**config.mk**
```make
export PLATFORM = sky130hd
export DESIGN_NAME = data_mem_ctrl
export DESIGN_NICKNAME = d
export VERILOG_FILES = /design/src/rtl/data_mem_ctrl.sv
export SDC_FILE = /design/constraint.sdc
export NUM_CORES = 1
export LEC_CHECK = 0
export CORE_MARGIN = 2
export CORE_UTILIZATION = 52
export CTS_CLUSTER_SIZE = 40
export DETAILED_ROUTE_END_ITERATION = 10
export GPL_ROUTABILITY_DRIVEN = 0
export PLACE_DENSITY = 0.84
export SETUP_SLACK_MARGIN = 0.05
export SYNTH_ARGS = -nofsm -noshare
export SYNTH_HDL_FRONTEND = slang
export SYNTH_SLANG_ARGS = --single-unit
```
**constraint.sdc**
```tcl
create_clock -name clk -period 3.54 [get_ports clk]
set_input_delay 0.708 -clock clk [delete_from_list [all_inputs] [get_ports clk]]
set_output_delay 0.708 -clock clk [all_outputs]
set_load 0.02 [all_outputs]
```
**src/rtl/data_mem_ctrl.sv**
```systemverilog
// data_mem_ctrl
//   Memory-side responder for the MEM stage data port. Takes one load or
//   store request (byte, halfword or word), breaks it into single-byte
//   accesses on an 8-bit synchronous RAM, and returns extended load data
//   together with per-direction busy flags and a one-cycle finish strobe.
//
// Ports
//   clk, rst      : clock, synchronous active-high reset
//   read_i        : load op (001 LB, 010 LH, 011 LW, 100 LBU, 101 LHU)
//   write_i       : store op (01 SB, 10 SH, 11 SW)
//   addr_i        : byte address (low ADDR_W bits used)
//   wdata_i       : store data, little-endian
//   read_busy_o   : load in progress
//   write_busy_o  : store in progress
//   read_data_o   : extended load result, held until the next load finishes
//   finish_o      : one-cycle completion strobe
//   mem_a_o       : RAM byte address
//   mem_wr_o      : RAM write enable
//   mem_dout_o    : RAM write byte
//   mem_din_i     : RAM read byte, one cycle after its address
module data_mem_ctrl #(
   parameter int ADDR_W = 17
) (
   input  logic              clk,
   input  logic              rst,
   input  logic [2:0]        read_i,
   input  logic [1:0]        write_i,
   input  logic [31:0]       addr_i,
   input  logic [31:0]       wdata_i,
   output logic              read_busy_o,
   output logic              write_busy_o,
   output logic [31:0]       read_data_o,
   output logic              finish_o,
   output logic [ADDR_W-1:0] mem_a_o,
   output logic              mem_wr_o,
   output logic [7:0]        mem_dout_o,
   input  logic [7:0]        mem_din_i
);

   typedef enum logic [1:0] {IDLE, READ, WRITE, DONE} state_t;

   state_t            state;
   logic [2:0]        op_q;      // latched load op, selects extension
   logic [2:0]        len_q;     // bytes in the transfer (1, 2 or 4)
   logic [2:0]        cyc_q;     // cycles elapsed since the accepting edge
   logic [ADDR_W-1:0] base_q;
   logic [31:0]       wdata_q;
   logic [31:0]       rbuf_q;    // load bytes gathered so far
   logic [31:0]       cap_word;  // rbuf_q with this cycle's RAM byte merged in
   logic [2:0]        rd_len;
   logic [2:0]        wr_len;
   logic [1:0]        cap_idx;
   logic [2:0]        cyc_nxt;

   // Address bits above ADDR_W are intentionally discarded.
   logic unused_addr_hi;
   assign unused_addr_hi = ^addr_i[31:ADDR_W];

   function automatic logic [2:0] load_len(input logic [2:0] op);
      case (op)
         3'b001, 3'b100: load_len = 3'd1;
         3'b010, 3'b101: load_len = 3'd2;
         3'b011:         load_len = 3'd4;
         default:        load_len = 3'd0;  // none or reserved
      endcase
   endfunction

   function automatic logic [2:0] store_len(input logic [1:0] op);
      case (op)
         2'b01:   store_len = 3'd1;
         2'b10:   store_len = 3'd2;
         2'b11:   store_len = 3'd4;
         default: store_len = 3'd0;
      endcase
   endfunction

   function automatic logic [31:0] extend(input logic [2:0] op, input logic [31:0] w);
      case (op)
         3'b001:  extend = {{24{w[7]}}, w[7:0]};
         3'b010:  extend = {{16{w[15]}}, w[15:0]};
         3'b100:  extend = {24'h0, w[7:0]};
         3'b101:  extend = {16'h0, w[15:0]};
         default: extend = w;
      endcase
   endfunction

   function automatic logic [7:0] byte_of(input logic [31:0] w, input logic [1:0] idx);
      case (idx)
         2'd0:    byte_of = w[7:0];
         2'd1:    byte_of = w[15:8];
         2'd2:    byte_of = w[23:16];
         default: byte_of = w[31:24];
      endcase
   endfunction

   assign rd_len  = load_len(read_i);
   assign wr_len  = store_len(write_i);
   assign cyc_nxt = cyc_q + 3'd1;
   // The byte on mem_din_i belongs to the address presented one cycle earlier.
   assign cap_idx = 2'(cyc_q - 3'd1);

   always_comb begin
      cap_word = rbuf_q;
      case (cap_idx)
         2'd0:    cap_word[7:0]   = mem_din_i;
         2'd1:    cap_word[15:8]  = mem_din_i;
         2'd2:    cap_word[23:16] = mem_din_i;
         default: cap_word[31:24] = mem_din_i;
      endcase
   end

   always_ff @(posedge clk) begin
      if (rst) begin
         state        <= IDLE;
         op_q         <= '0;
         len_q        <= '0;
         cyc_q        <= '0;
         base_q       <= '0;
         wdata_q      <= '0;
         rbuf_q       <= '0;
         read_busy_o  <= 1'b0;
         write_busy_o <= 1'b0;
         read_data_o  <= '0;
         finish_o     <= 1'b0;
         mem_a_o      <= '0;
         mem_wr_o     <= 1'b0;
         mem_dout_o   <= '0;
      end else begin
         case (state)
            IDLE: begin
               cyc_q   <= '0;
               base_q  <= addr_i[ADDR_W-1:0];
               wdata_q <= wdata_i;
               // A load wins when both directions request at once.
               if (rd_len != 3'd0) begin
                  op_q        <= read_i;
                  len_q       <= rd_len;
                  rbuf_q      <= '0;
                  mem_a_o     <= addr_i[ADDR_W-1:0];
                  read_busy_o <= 1'b1;
                  state       <= READ;
               end else if (wr_len != 3'd0) begin
                  len_q        <= wr_len;
                  mem_a_o      <= addr_i[ADDR_W-1:0];
                  mem_wr_o     <= 1'b1;
                  mem_dout_o   <= wdata_i[7:0];
                  write_busy_o <= 1'b1;
                  state        <= WRITE;
               end
            end

            READ: begin
               cyc_q <= cyc_nxt;
               if (cyc_q != 3'd0)
                  rbuf_q <= cap_word;
               if (cyc_q == len_q) begin
                  read_data_o <= extend(op_q, cap_word);
                  read_busy_o <= 1'b0;
                  finish_o    <= 1'b1;
                  mem_a_o     <= '0;
                  state       <= DONE;
               end else if (cyc_nxt < len_q) begin
                  mem_a_o <= base_q + ADDR_W'(cyc_nxt);  // wraps modulo 2^ADDR_W
               end else begin
                  mem_a_o <= '0;  // waiting for the last byte to return
               end
            end

            WRITE: begin
               if (cyc_nxt < len_q) begin
                  cyc_q      <= cyc_nxt;
                  mem_a_o    <= base_q + ADDR_W'(cyc_nxt);
                  mem_dout_o <= byte_of(wdata_q, cyc_nxt[1:0]);
               end else begin
                  mem_a_o      <= '0;
                  mem_wr_o     <= 1'b0;
                  mem_dout_o   <= '0;
                  write_busy_o <= 1'b0;
                  finish_o     <= 1'b1;
                  state        <= DONE;
               end
            end

            DONE: begin
               // Any request seen here is the one just finished; ignore it.
               finish_o <= 1'b0;
               state    <= IDLE;
            end

            default: state <= IDLE;
         endcase
      end
   end

endmodule

```
==> impl_metrics.yaml <==
run_status:
  outcome: "completed"
synth:
  muxShareOfSynthArea_pct: 12.2
  synth-edff-count: 0
  largest_family_of_logic_cells_by_synthesized_area: "simple AND/OR/NAND/NOR gates"
  synth_sequential_area_ratio_pct: 41.5
  netlist_area_sq_mm: 0.00734
  synth-seq-cells: 152
  post_synthesis_instance_total: 844
  synth_warnings: 0
  postSynth.asyncResetShare_pct: 0
  post_synth_fa_ha_maj_area_fraction_pct: 3.17
  synth_simple_gate_area_share_pct: 19.4
  synthesis.area_per_instance_sq_um: 8.70
  synth-compound-area-share_pct: 16.4
  yosys_most_used_dff: "dfxtp_1"
  synthesis.nets: 941
  synthXorXnorAreaFrac_pct: 2.51
  post_synth_num_cell_types: 55
power_and_ir_drop:
  worst_ir_drop_on_vdd_uv: 573
  post-layout-total-power_mw: 7.90
  leakage_nw: 3.55
  power_density_mw_per_mm2: 855
worst_setup_path:
  critPathTopFamily: "compound AO/OA/AOI/OAI gates"
  timing.critical_path.slowest_stage_cell: "a21oi_2"
  worstPathBufferInverterCount: 1
  crit_top_cell: "ha_1"
  worst_ep_arrival_time_ps: 3170
  r2r.worst_path.cells: 9
  required_ps: 3910
  crit_path_max_fanout: 12
  delay_of_the_slowest_critical_path_stage_ps: 510
  timing.critical_path.cells: "ha_1, buf_4, xor2_1, ha_1, a21oi_1, nand3_1, a21oi_2, o221ai_1, o21ba_2"
  critical_path.startpoint_type: "flop"
  path_class: "reg -> reg"
  critPathCaptureType: "flop"
  critical_path_depth: 9
sta:
  final_max_slew_viol_count: 0
  final_period_minus_worst_setup_slack_ps: 2810
  grt_setup_unrepaired: "no"
  setup_ws_ps: 731
  setup-violations-final: 0
  final.setup.tns_ps: 0
  max_clock_freq_mhz: 356
  post-route-period-util_pct: 79.3
  max_slew_margin_pct: 44.6
  final-hold-violation-count: 0
  worst-slew-pin-transition_ps: 828
  final.setup_skew_ps: 5.80
place:
  post-place-ws_ps: 681
  place.port_buffers: 124
  place_area_sq_mm: 0.00863
  dp_hpwl_um: 11800
clock_network:
  post_cts.repair.setup_buffers: 0
  cts_sinks: 152
  tritoncts.num_buffers: 17
  cts.hold.buffers_added: 0
  tritoncts: "done"
  cts.reportedPaths.clkPinSlew_ps: 60
  clock_tree_buf_depth: 2
  cts.root.buffer_cell: "clkbuf_16"
  clkLatencyLatePin_ps: 420
  htreeDepth: 4
  ctsResizeCount: 0
finish:
  stdcell_area_sq_mm: 0.00923
  num-fill-cells: 1102
  antenna_cells_inserted: 0
  multi_input_area_sq_mm: 0.00395
  flow.area_growth_from_synthesis_pct: 25.7
  area.sequential_sq_mm: 0.00304
  fin_util_pct: 66.7
  fraction_of_layout_instances_using_a_drive_strength_above_1_pct: 9.81
  final_net_count: 1033
floorplanning:
  count_of_pins_on_the_block_boundary: 140
  rows: 43
  die_height_um: 123
  initial_core_utilization_pct: 53.1
  placeableCoreArea_sq_mm: 0.0138
  die_width_um: 123
  die_outline_area_sq_mm: 0.0151
drt:
  drt-pass1-iter-count: 5
  via_per_inst: 5.70
  wl_per_cell_um: 16.2
  route.antenna.remaining_nets: 0
  route.detailed.drc: 0
  detail_route.wirelength_um: 18300
  first_iter_violations: 529
  routed-via-count: 6427
grt:
  antenna_found_initial: 0
  grt_pass1_vias: 5884
  grt_max_degree: 85
  track_usage_pct: 24.2
  overflow: 0
  global_route_wire_length_before_repair_um: 29200
job:
  cap_violations: 0
min_path:
  min_path_type: "reg -> reg"
  hold-path-cell-count: 2
-- per-layer routing --
metal	up-vias	track usage [%]	routed length, um	share of wire [%]
li1	3148	-	-	-
met1	3094	32.3	8230	45
met2	166	39.5	8800	48
met3	19	5.25	990	5.4
met4	0	6.90	229	1.3
met5	-	0	0	0
-- cell type report --
cell class              instances  share of cell area [%]
inverters                      11                   0.447
multi-input cells             615                    42.8
clock inverters                 6                   0.949
repair buffers                139                    14.8
clock buffers                  25                    5.59
well taps                     180                    2.44
flip-flops and latches        152                    33.0
-- cells in the final DEF (no fill, tap or decap), types with 4 or more instances in the layout --
cell type and n:
nor3b_1 4, a222oi_1 7, a311oi_1 7, nand2b_1 11, clkbuf_16 17, clkdlybuf4s50_1 123, inv_1 11, mux2i_1 60
nor2b_1 21, nor3_1 8, nand2_1 90, xor2_1 18, dfxtp_1 152, a211oi_2 10, buf_4 15, nand3_1 33
a211oi_1 28, nand3b_1 4, o21ai_0 38, mux2_2 26, ha_1 16, a21oi_1 64, nor2_1 116, nand4_1 11
clkbuf_8 6
-- cell usage after synthesis, drive strengths merged, types with 3 or more instances --
cell type  instances  area share, %
ha                17            2.9
a222oi             7           0.95
nor3               9           0.77
xnor2              3           0.36
dfxtp            152             41
nand4             11           0.94
inv               11           0.56
a22oi              3           0.31
a211oi            38            4.6
buf               28            2.4
nand2             90            4.6
nand2b            11           0.94
mux2i             60            8.2
nand3             33            2.2
nor2             116            5.9
xor2              18            2.1
o21ai             39            2.7
a311oi             7           0.84
clkbuf            38            1.9
o211ai             3           0.37
nand3b             4           0.41
a21oi             66            4.6
nor2b             21            1.8
nor3b              4           0.41
nor4b              3           0.56
mux2              26            4.0
-- report_power, final --
part	internal (mW)	switching (mW)	total (mW)
Combinational	1.54	2.08	3.62
Sequential	2.16	0.293	2.45
Clock	1.15	0.677	1.82
-- through the flow --
| stage | hold WS [ps] | instances |
|---|---|---|
| floorplan | 429 | 844 |
| global placement | 435 | 1097 |
| detailed placement | 441 | 1097 |
| CTS | 449 | 1128 |
| global route | 462 | 1128 |
| finish | 449 | 1128 |
-- path summary, 6_finish.rpt --
check / from / end / slack, ps
setup reg to reg: cyc_q[0] / mem_a_o[16] / 730
setup / recovery: cyc_q[0] / mem_a_o[16] / 730
hold reg to reg: rbuf_q[22] / rbuf_q[22] / 450
hold / removal: rbuf_q[22] / rbuf_q[22] / 450
-- tightest hold or removal path, cell delays in order (launching register included) --
cell	delay, ps
dfxtp_1	300
nand2_1	50
a21oi_1	50
-- cells by family after synthesis --
| family | Yosys count |
|---|---|
| AND/OR/NAND/NOR | 309 |
| AO/OA/AOI/OAI | 181 |
| flip-flops | 152 |
| multiplexers | 86 |
| buffers and inverters | 77 |
| XOR/XNOR | 21 |
| adder cells (fa/ha/maj) | 18 |
-- state kept, by name, summed over array words and instances, names as in the netlist, 8 cells and up --
name,count
wdata_q,32
base_q,17
mem_a_o,17
read_data_o,32
mem_dout_o,8
rbuf_q,32
(Power assumes the default switching activity.)
